===== src/rtl/multicycle_ctrl.sv =====
// Multi-cycle MIPS main control FSM with one-shot memory request/ack handshake and timeout abort.
// Outputs are decoded from the registered state; pc_write/ir_write also follow mem_ack/zero.
module multicycle_ctrl #(
    parameter int TIMEOUT_CYCLES = 16
) (
    input  logic       clk,
    input  logic       rst,
    input  logic [5:0] op,
    input  logic [5:0] funct,
    input  logic       zero,
    input  logic       mem_ack,
    output logic       mem_req,
    output logic       mem_we,
    output logic       iord,
    output logic       ir_write,
    output logic       pc_write,
    output logic [1:0] pc_src,
    output logic       reg_write,
    output logic       reg_dst,
    output logic       mem_to_reg,
    output logic       alu_src_a,
    output logic [1:0] alu_src_b,
    output logic [2:0] alu_control,
    output logic [3:0] state,
    output logic       ill_op,
    output logic       bus_err
);
    localparam int CW = (TIMEOUT_CYCLES > 2) ? $clog2(TIMEOUT_CYCLES) : 1;

    typedef enum logic [3:0] {
        S_FETCH  = 4'd0,
        S_DECODE = 4'd1,
        S_MEMADR = 4'd2,
        S_MEMRD  = 4'd3,
        S_MEMWB  = 4'd4,
        S_MEMWR  = 4'd5,
        S_EXEC   = 4'd6,
        S_ALUWB  = 4'd7,
        S_BRANCH = 4'd8,
        S_ADDIEX = 4'd9,
        S_ADDIWB = 4'd10,
        S_JUMP   = 4'd11
    } state_t;

    localparam logic [5:0] OP_RTYPE = 6'b000000;
    localparam logic [5:0] OP_LW    = 6'b100011;
    localparam logic [5:0] OP_SW    = 6'b101011;
    localparam logic [5:0] OP_BEQ   = 6'b000100;
    localparam logic [5:0] OP_ADDI  = 6'b001000;
    localparam logic [5:0] OP_J     = 6'b000010;

    state_t         cur;
    state_t         nxt;
    logic [CW-1:0]  wait_cnt;
    logic           bus_err_q;
    logic           in_wait;
    logic           timeout;

    logic       r_mem_req, r_mem_we, r_iord, r_ir_write, r_pc_write;
    logic [1:0] r_pc_src, r_alu_src_b;
    logic       r_reg_write, r_reg_dst, r_mem_to_reg, r_alu_src_a, r_ill_op;
    logic [2:0] r_alu_control;

    assign in_wait = (cur == S_FETCH) || (cur == S_MEMRD) || (cur == S_MEMWR);
    // A late ack on the last allowed cycle still completes the access.
    assign timeout = in_wait && !mem_ack && (wait_cnt == CW'(TIMEOUT_CYCLES - 1));

    always_comb begin
        nxt           = S_FETCH;
        r_mem_req     = 1'b0;
        r_mem_we      = 1'b0;
        r_iord        = 1'b0;
        r_ir_write    = 1'b0;
        r_pc_write    = 1'b0;
        r_pc_src      = 2'b00;
        r_reg_write   = 1'b0;
        r_reg_dst     = 1'b0;
        r_mem_to_reg  = 1'b0;
        r_alu_src_a   = 1'b0;
        r_alu_src_b   = 2'b00;
        r_alu_control = 3'b010;
        r_ill_op      = 1'b0;
        case (cur)
            S_FETCH: begin
                r_mem_req   = 1'b1;
                r_alu_src_b = 2'b01;
                r_ir_write  = mem_ack;
                r_pc_write  = mem_ack;
                nxt         = mem_ack ? S_DECODE : S_FETCH;
            end
            S_DECODE: begin
                r_alu_src_b = 2'b11;
                case (op)
                    OP_LW, OP_SW: nxt = S_MEMADR;
                    OP_RTYPE:     nxt = S_EXEC;
                    OP_BEQ:       nxt = S_BRANCH;
                    OP_ADDI:      nxt = S_ADDIEX;
                    OP_J:         nxt = S_JUMP;
                    default: begin
                        r_ill_op = 1'b1;
                        nxt      = S_FETCH;
                    end
                endcase
            end
            S_MEMADR: begin
                r_alu_src_a = 1'b1;
                r_alu_src_b = 2'b10;
                nxt         = (op == OP_LW) ? S_MEMRD : S_MEMWR;
            end
            S_MEMRD: begin
                r_mem_req = 1'b1;
                r_iord    = 1'b1;
                nxt       = mem_ack ? S_MEMWB : S_MEMRD;
            end
            S_MEMWB: begin
                r_reg_write  = 1'b1;
                r_mem_to_reg = 1'b1;
            end
            S_MEMWR: begin
                r_mem_req = 1'b1;
                r_mem_we  = 1'b1;
                r_iord    = 1'b1;
                nxt       = mem_ack ? S_FETCH : S_MEMWR;
            end
            S_EXEC: begin
                r_alu_src_a = 1'b1;
                nxt         = S_ALUWB;
                case (funct)
                    6'b100000: r_alu_control = 3'b010;
                    6'b100010: r_alu_control = 3'b110;
                    6'b100100: r_alu_control = 3'b000;
                    6'b100101: r_alu_control = 3'b001;
                    6'b101010: r_alu_control = 3'b111;
                    default:   r_ill_op      = 1'b1;
                endcase
            end
            S_ALUWB: begin
                r_reg_write = 1'b1;
                r_reg_dst   = 1'b1;
            end
            S_BRANCH: begin
                r_alu_src_a   = 1'b1;
                r_alu_control = 3'b110;
                r_pc_src      = 2'b01;
                r_pc_write    = zero;
            end
            S_ADDIEX: begin
                r_alu_src_a = 1'b1;
                r_alu_src_b = 2'b10;
                nxt         = S_ADDIWB;
            end
            S_ADDIWB: r_reg_write = 1'b1;
            S_JUMP: begin
                r_pc_src   = 2'b10;
                r_pc_write = 1'b1;
            end
            default: nxt = S_FETCH;
        endcase
    end

    always_ff @(posedge clk or posedge rst) begin
        if (rst) begin
            cur       <= S_FETCH;
            wait_cnt  <= '0;
            bus_err_q <= 1'b0;
        end else begin
            bus_err_q <= timeout;
            if (timeout) begin
                cur      <= S_FETCH;
                wait_cnt <= '0;
            end else if (nxt != cur) begin
                cur      <= nxt;
                wait_cnt <= '0;
            end else if (in_wait && !mem_ack) begin
                wait_cnt <= wait_cnt + 1'b1;
            end
        end
    end

    // Reset silences every output combinationally so an aborted instruction writes nothing.
    assign mem_req     = r_mem_req     & ~rst;
    assign mem_we      = r_mem_we      & ~rst;
    assign iord        = r_iord        & ~rst;
    assign ir_write    = r_ir_write    & ~rst;
    assign pc_write    = r_pc_write    & ~rst;
    assign pc_src      = rst ? 2'b00 : r_pc_src;
    assign reg_write   = r_reg_write   & ~rst;
    assign reg_dst     = r_reg_dst     & ~rst;
    assign mem_to_reg  = r_mem_to_reg  & ~rst;
    assign alu_src_a   = r_alu_src_a   & ~rst;
    assign alu_src_b   = rst ? 2'b00 : r_alu_src_b;
    assign alu_control = rst ? 3'b000 : r_alu_control;
    assign state       = rst ? 4'd0 : cur;
    assign ill_op      = r_ill_op      & ~rst;
    assign bus_err     = bus_err_q     & ~rst;
endmodule


===== config.mk =====
export PLATFORM = sky130hd
export DESIGN_NAME = multicycle_ctrl
export DESIGN_NICKNAME = d
export VERILOG_FILES = /design/src/rtl/multicycle_ctrl.sv
export SDC_FILE = /design/constraint.sdc
export NUM_CORES = 1
export LEC_CHECK = 0
export ABC_AREA = 1
export CORE_MARGIN = 3
export CORE_UTILIZATION = 42
export DETAILED_ROUTE_END_ITERATION = 10
export PLACE_DENSITY = 0.9
export RECOVER_POWER = 25
export SYNTH_ARGS = -nofsm -noshare
export SYNTH_HDL_FRONTEND = slang
export SYNTH_SLANG_ARGS = --single-unit

===== constraint.sdc =====
create_clock -name clk -period 1.8 [get_ports clk]
set_input_delay 0.36 -clock clk [delete_from_list [all_inputs] [get_ports clk]]
set_output_delay 0.36 -clock clk [all_outputs]
set_load 0.01 [all_outputs]

==> Word-level counts from Yosys, hierarchy flattened <==
Cells that the tools add are included.
{ "totals": {"output_inout_bits": 22, "register_bits": 9, "word_cells": 87} }
{ "classes": {"bitwise": 12, "muxes": 31, "eq_ne": 23, "n_reduce_logical": 17, "addsub": 1} }
{ "ops": {"columns": ["operator", "count"], "rows": [
  ["$eq 6x6->1 const B", 7],
  ["$pmux 4 s7", 1],
  ["$mux 4", 6],
  ["$eq 4x4->1 const B", 5],
  ["$pmux 4 s5", 1],
  ["$eq 4x3->1 const B", 4],
  ["$mux 3", 4],
  ["$pmux 3 s4", 1],
  ["$and 1x1->1", 11],
  ["$mux 1", 11],
  ["$eq 4x2->1 const B", 2],
  ["$eq 6x2->1 const B", 1],
  ["$eq 6x3->1 const B", 1],
  ["$eq 6x4->1 const B", 1],
  ["$logic_not 6->1", 1],
  ["$pmux 2 s3", 1],
  ["$pmux 3 s2", 1],
  ["$reduce_or 2->1", 3],
  ["$reduce_or 3->1", 2],
  ["$reduce_or 6->1", 1],
  ["$reduce_or 5->1", 1],
  ["$add 4x1->4 const B", 1],
  ["$eq 4x1->1 const B", 1],
  ["$logic_not 4->1", 1],
  ["other kinds (12)", 15]
]} }

==> Logic depth before layout (Yosys ltp) <==
{ "depth": {"ltp_word": 7, "mapped_depth": 8, "mapped_depth_nobuf": 8} }

==> Least setup slack after synthesis <==
No wires, ideal clock.
{ "synth_timing": {"path_kind": "register to output", "startpoint": "reg cur[3]", "endpoint": "out pc_write", "n_path_buf": 0, "path_stages_with_launch": 6, "setup_slack_ns": 0.256, "arrival_ns": 1.184, "path_cell_list": "dfrtp_1 -> nor2_2 -> nand3_1 -> nor2_1 -> nor2_1 -> nand2_1"} }
{ "synth_via": {"elab_chain_len": 3} }
{ "synth_rtl": {"columns": ["item", "line_no", "source"], "rows": [
  ["from (decl)", "52", "state_t cur;"],
  ["from (signal assigned)", "172", "cur <= nxt;"],
  ["$eq 4x4->1 or $logic_not 4->1 (tied branches)", "83", "case (cur)"],
  ["$pmux 1 s3 (*)", "83", null],
  ["$and 1x1->1 (*)", "185", "assign pc_write = r_pc_write & ~rst;"],
  ["to (decl)", "16", "output logic pc_write,"]
]} }
Every way passes the cells marked *; elsewhere a longest branch is shown, timed or not.

==> Worst setup path in the final report <==
{ "layout_timing": {"startpoint": "reg cur[1]", "endpoint": "out alu_src_a"} }
{ "layout_via": {"elab_chain_len": 4} }
{ "layout_rtl": {"columns": ["item", "line_no", "source"], "rows": [
  ["$eq 4x3->1, or another cell as far along", "83", null],
  ["$reduce_or 4->1 (no line) (*)", null, null],
  ["$mux 1 (*)", "83", null],
  ["$and 1x1->1 (*)", "190", "assign alu_src_a = r_alu_src_a & ~rst;"],
  ["to (decl)", "21", "output logic alu_src_a,"]
]} }
Marked as above.

==> impl_metrics.xml <==
<?xml version="1.0" encoding="UTF-8"?>
<metrics>
  <group name="sta">
    <metric name="clock_skew" unit="ns">0.000680</metric>
    <metric name="timing.slew.headroom" unit="%">75.9</metric>
    <metric name="worst-slew-pin-transition" unit="ns">0.360</metric>
    <metric name="finalHoldWorstSlack" unit="ns">0.586</metric>
    <metric name="finalSetupTns" unit="ns">-1.28</metric>
    <metric name="final_period_utilization" unit="%">110</metric>
    <metric name="slew_viol_final" unit="">0</metric>
    <metric name="final.min_clock_period" unit="ns">1.98</metric>
    <metric name="count_of_endpoints_failing_hold_in_the_final_timing_report" unit="">0</metric>
    <metric name="unrepaired_setup_endpoints_after_global_routing" unit="">true</metric>
    <metric name="fin_ws" unit="ns">-0.182</metric>
    <metric name="max_freq" unit="MHz">505</metric>
    <metric name="setup_viol" unit="">17</metric>
  </group>
  <group name="critical_path">
    <metric name="critPathLaunchType" unit="">flip-flop</metric>
    <metric name="r2r_setup_slack" unit="ns">0.19</metric>
    <metric name="crit-reg2reg-launch" unit="">cur[1]</metric>
    <metric name="worstSetupPathType" unit="">reg2out</metric>
    <metric name="critical_path_arrival" unit="ns">1.62</metric>
    <metric name="worstRegToRegCells" unit="">10</metric>
    <metric name="crit-reg2reg-capture" unit="">cur[2]</metric>
    <metric name="critPathCaptureType" unit="">output port</metric>
    <metric name="required" unit="ns">1.44</metric>
    <metric name="critical_path_peak_fanout" unit="">5</metric>
  </group>
  <group name="worst_hold_path">
    <metric name="min_delay_worst_endpoint" unit="">wait_cnt[0]</metric>
    <metric name="timing.hold.worst.start" unit="">wait_cnt[0]</metric>
    <metric name="timing.hold.worst.class" unit="">reg2reg</metric>
    <metric name="hold_depth" unit="">3</metric>
  </group>
  <group name="cts">
    <metric name="number_of_buffers_created_by_cts" unit="">3</metric>
    <metric name="clock_latency" unit="ns">0.26</metric>
    <metric name="cts_tree" unit="">built</metric>
    <metric name="ctsHtreeMaxLevel" unit="">1</metric>
    <metric name="cts.reportedPaths.clkPinSlew" unit="ns">0.06</metric>
    <metric name="clock_sinks" unit="">9</metric>
    <metric name="cts_hold_buffers" unit="">0</metric>
    <metric name="clk_root_buffer_cell" unit="">sky130_fd_sc_hd__clkbuf_4</metric>
    <metric name="cts-root-to-sink-buffers" unit="">2</metric>
  </group>
  <group name="die">
    <metric name="start_util" unit="%">45.4</metric>
    <metric name="core_region_area" unit="sq um">2020</metric>
    <metric name="num_rows" unit="">16</metric>
    <metric name="die_x" unit="microns">52.7</metric>
    <metric name="die_y" unit="microns">52.7</metric>
    <metric name="die-area" unit="sq um">2780</metric>
    <metric name="pin_count" unit="">38</metric>
  </group>
  <group name="detailed_routing">
    <metric name="drt_iter0_drc" unit="">89</metric>
    <metric name="drt_pass1_iterations" unit="">4</metric>
    <metric name="postRouteWirelength" unit="mm">4.27</metric>
    <metric name="vias_per_cell" unit="">5.48</metric>
    <metric name="antenna_left" unit="">0</metric>
    <metric name="dr_total_vias" unit="">1452</metric>
    <metric name="post-route-drc-count" unit="">0</metric>
    <metric name="wire_per_inst" unit="microns">16.1</metric>
  </group>
  <group name="placed_design">
    <metric name="dp_worst_slack" unit="ns">-0.498</metric>
    <metric name="gp_routability_congestion" unit="">0.826</metric>
    <metric name="total_cell_area_at_the_placement_stage" unit="sq um">1540</metric>
    <metric name="place_hpwl" unit="mm">2.51</metric>
    <metric name="io_buffer_count" unit="">37</metric>
  </group>
  <group name="logic_synthesis">
    <metric name="ys_types" unit="">25</metric>
    <metric name="synthesis.area_per_instance" unit="sq um">5.96</metric>
    <metric name="synthesis.area" unit="sq um">917</metric>
    <metric name="syn_nets" unit="">171</metric>
    <metric name="synth_seq_area_share" unit="%">24.6</metric>
    <metric name="synth-warning-count" unit="">0</metric>
    <metric name="ys_ff_latch" unit="">9</metric>
    <metric name="synthCells" unit="">154</metric>
  </group>
  <group name="global_route">
    <metric name="grt_antenna_before_repair" unit="">0</metric>
    <metric name="first_pass_grt_wire_length" unit="mm">5.42</metric>
    <metric name="grt_remaining_overflow" unit="">0</metric>
    <metric name="grt_usage" unit="%">26.7</metric>
    <metric name="grt_max_degree" unit="">13</metric>
    <metric name="number_of_global_route_vias_before_repair" unit="">1248</metric>
  </group>
  <group name="finish">
    <metric name="antenna_cells_inserted" unit="">0</metric>
    <metric name="area_delta_synth_final" unit="%">92.4</metric>
    <metric name="finalInstanceArea" unit="sq um">1760</metric>
    <metric name="layout-drive-gt1-share" unit="%">47.5</metric>
    <metric name="fillers" unit="">108</metric>
    <metric name="final_standard_cell_utilization_of_the_core" unit="%">87.3</metric>
    <metric name="nNetsFinal" unit="">256</metric>
  </group>
  <group name="run_status">
    <metric name="run_status" unit="">finished with violations</metric>
    <metric name="violations" unit="">negative setup slack</metric>
  </group>
  <group name="flow_run">
    <metric name="maxCapViolCount" unit="">0</metric>
  </group>
  <group name="pwr">
    <metric name="power_per_cell_area" unit="nW/um^2">817</metric>
    <metric name="leakagePower" unit="nW">1.03</metric>
    <metric name="vdd_ir_drop_max" unit="mV">0.802</metric>
  </group>
</metrics>
## registers in the layout, summed over array words and instances (netlist names)
name and flops:
wait_cnt 4, cur 4, bus_err_q 1
## how the worst max path moves through the flow
stage / startpoint / end / slack (ns)
floorplan: cur[3] / pc_write / 0.26
global placement: op[2] / ill_op / -0.44
detailed placement: op[2] / ill_op / -0.50
CTS: cur[2] / alu_src_a / -0.20
global route: cur[0] / ill_op / -0.25
finish: cur[1] / alu_src_a / -0.18
## cells by family after synthesis
logic type / synth area share (%)
and+or+nand+nor: 54.7
buffers and inverters: 10.9
AOI/OAI and AO/OA: 6.55
DFF: 24.6
xor gates and xnor gates: 1.91
adders and majority gates: 1.36
## area by class of cell
cell class	count	area, sq um	area share (%)
multi-input cells	119	719	40.8
inverters	24	92.6	5.25
repair buffers	82	662	37.5
flip-flops and latches	9	230	13.0
well taps	27	33.8	1.91
clock buffers	4	26.3	1.49
## Yosys cell counts, drive strengths merged
library cell,number,share of area [%]
nand4,5,3.4
o211ai,1,0.82
nand2,42,19
o21ai,4,2.6
nor4,1,0.68
a21oi,2,1.1
nor3,3,2.2
xnor2,1,0.96
ha,1,1.4
buf,2,1.1
xor2,1,0.96
a31oi,3,2.0
dfrtp,9,25
inv,24,9.8
nor2,39,19
nand3,16,11
## placed cells by master (no fill, tap or decap), types with 5 or more instances in the layout
| master | count |
|---|---|
| sky130_fd_sc_hd__buf_2 | 15 |
| sky130_fd_sc_hd__buf_4 | 38 |
| sky130_fd_sc_hd__buf_6 | 7 |
| sky130_fd_sc_hd__clkdlybuf4s50_1 | 8 |
| sky130_fd_sc_hd__dfrtp_1 | 5 |
| sky130_fd_sc_hd__dlymetal6s2s_1 | 7 |
| sky130_fd_sc_hd__inv_1 | 20 |
| sky130_fd_sc_hd__nand2_1 | 29 |
| sky130_fd_sc_hd__nand2_2 | 10 |
| sky130_fd_sc_hd__nand3_1 | 12 |
| sky130_fd_sc_hd__nand4_1 | 5 |
| sky130_fd_sc_hd__nor2_1 | 21 |
| sky130_fd_sc_hd__nor2_2 | 9 |
| sky130_fd_sc_hd__nor2_4 | 9 |
## power by group
part	internal [mW]	switching [mW]	total (mW)
logic	0.458	0.521	0.979
clock network	0.0858	0.0753	0.161
registers	0.245	0.0552	0.300
total	0.789	0.652	1.44
## metal layers
metal	part of all wire, %	GRT usage (%)
met5	0	0
met4	4.5	7.23
met3	6.0	4.56
met2	51	54.1
met1	38	27.1
## through the flow
| step | cells | power (mW) |
|---|---|---|
| 2_1_floorplan | 154 | 0.649 |
| 3_3_place_gp | 246 | 0.999 |
| 3_5_place_dp | 246 | 1.03 |
| 4_1_cts | 257 | 1.24 |
| 5_1_grt | 265 | 1.52 |
| 6_report | 265 | 1.44 |
## critical path: stages (launching register included)
cell and delay [ns]:
sky130_fd_sc_hd__dfrtp_2 0.43, sky130_fd_sc_hd__buf_6 0.12, sky130_fd_sc_hd__inv_4 0.03, sky130_fd_sc_hd__nor2_4 0.18, sky130_fd_sc_hd__nand2_2 0.09, sky130_fd_sc_hd__inv_1 0.10, sky130_fd_sc_hd__nor2_1 0.07, sky130_fd_sc_hd__a21oi_1 0.16
sky130_fd_sc_hd__buf_2 0.16
## timing repair
action / 4_1_cts / 5_1_grt
gates resized for setup: 78 / 51
pin swaps: 1 / 14
endpoints found under the setup margin: 22 / 22
setup buffers: 7 / 8
(Power assumes the default switching activity.)
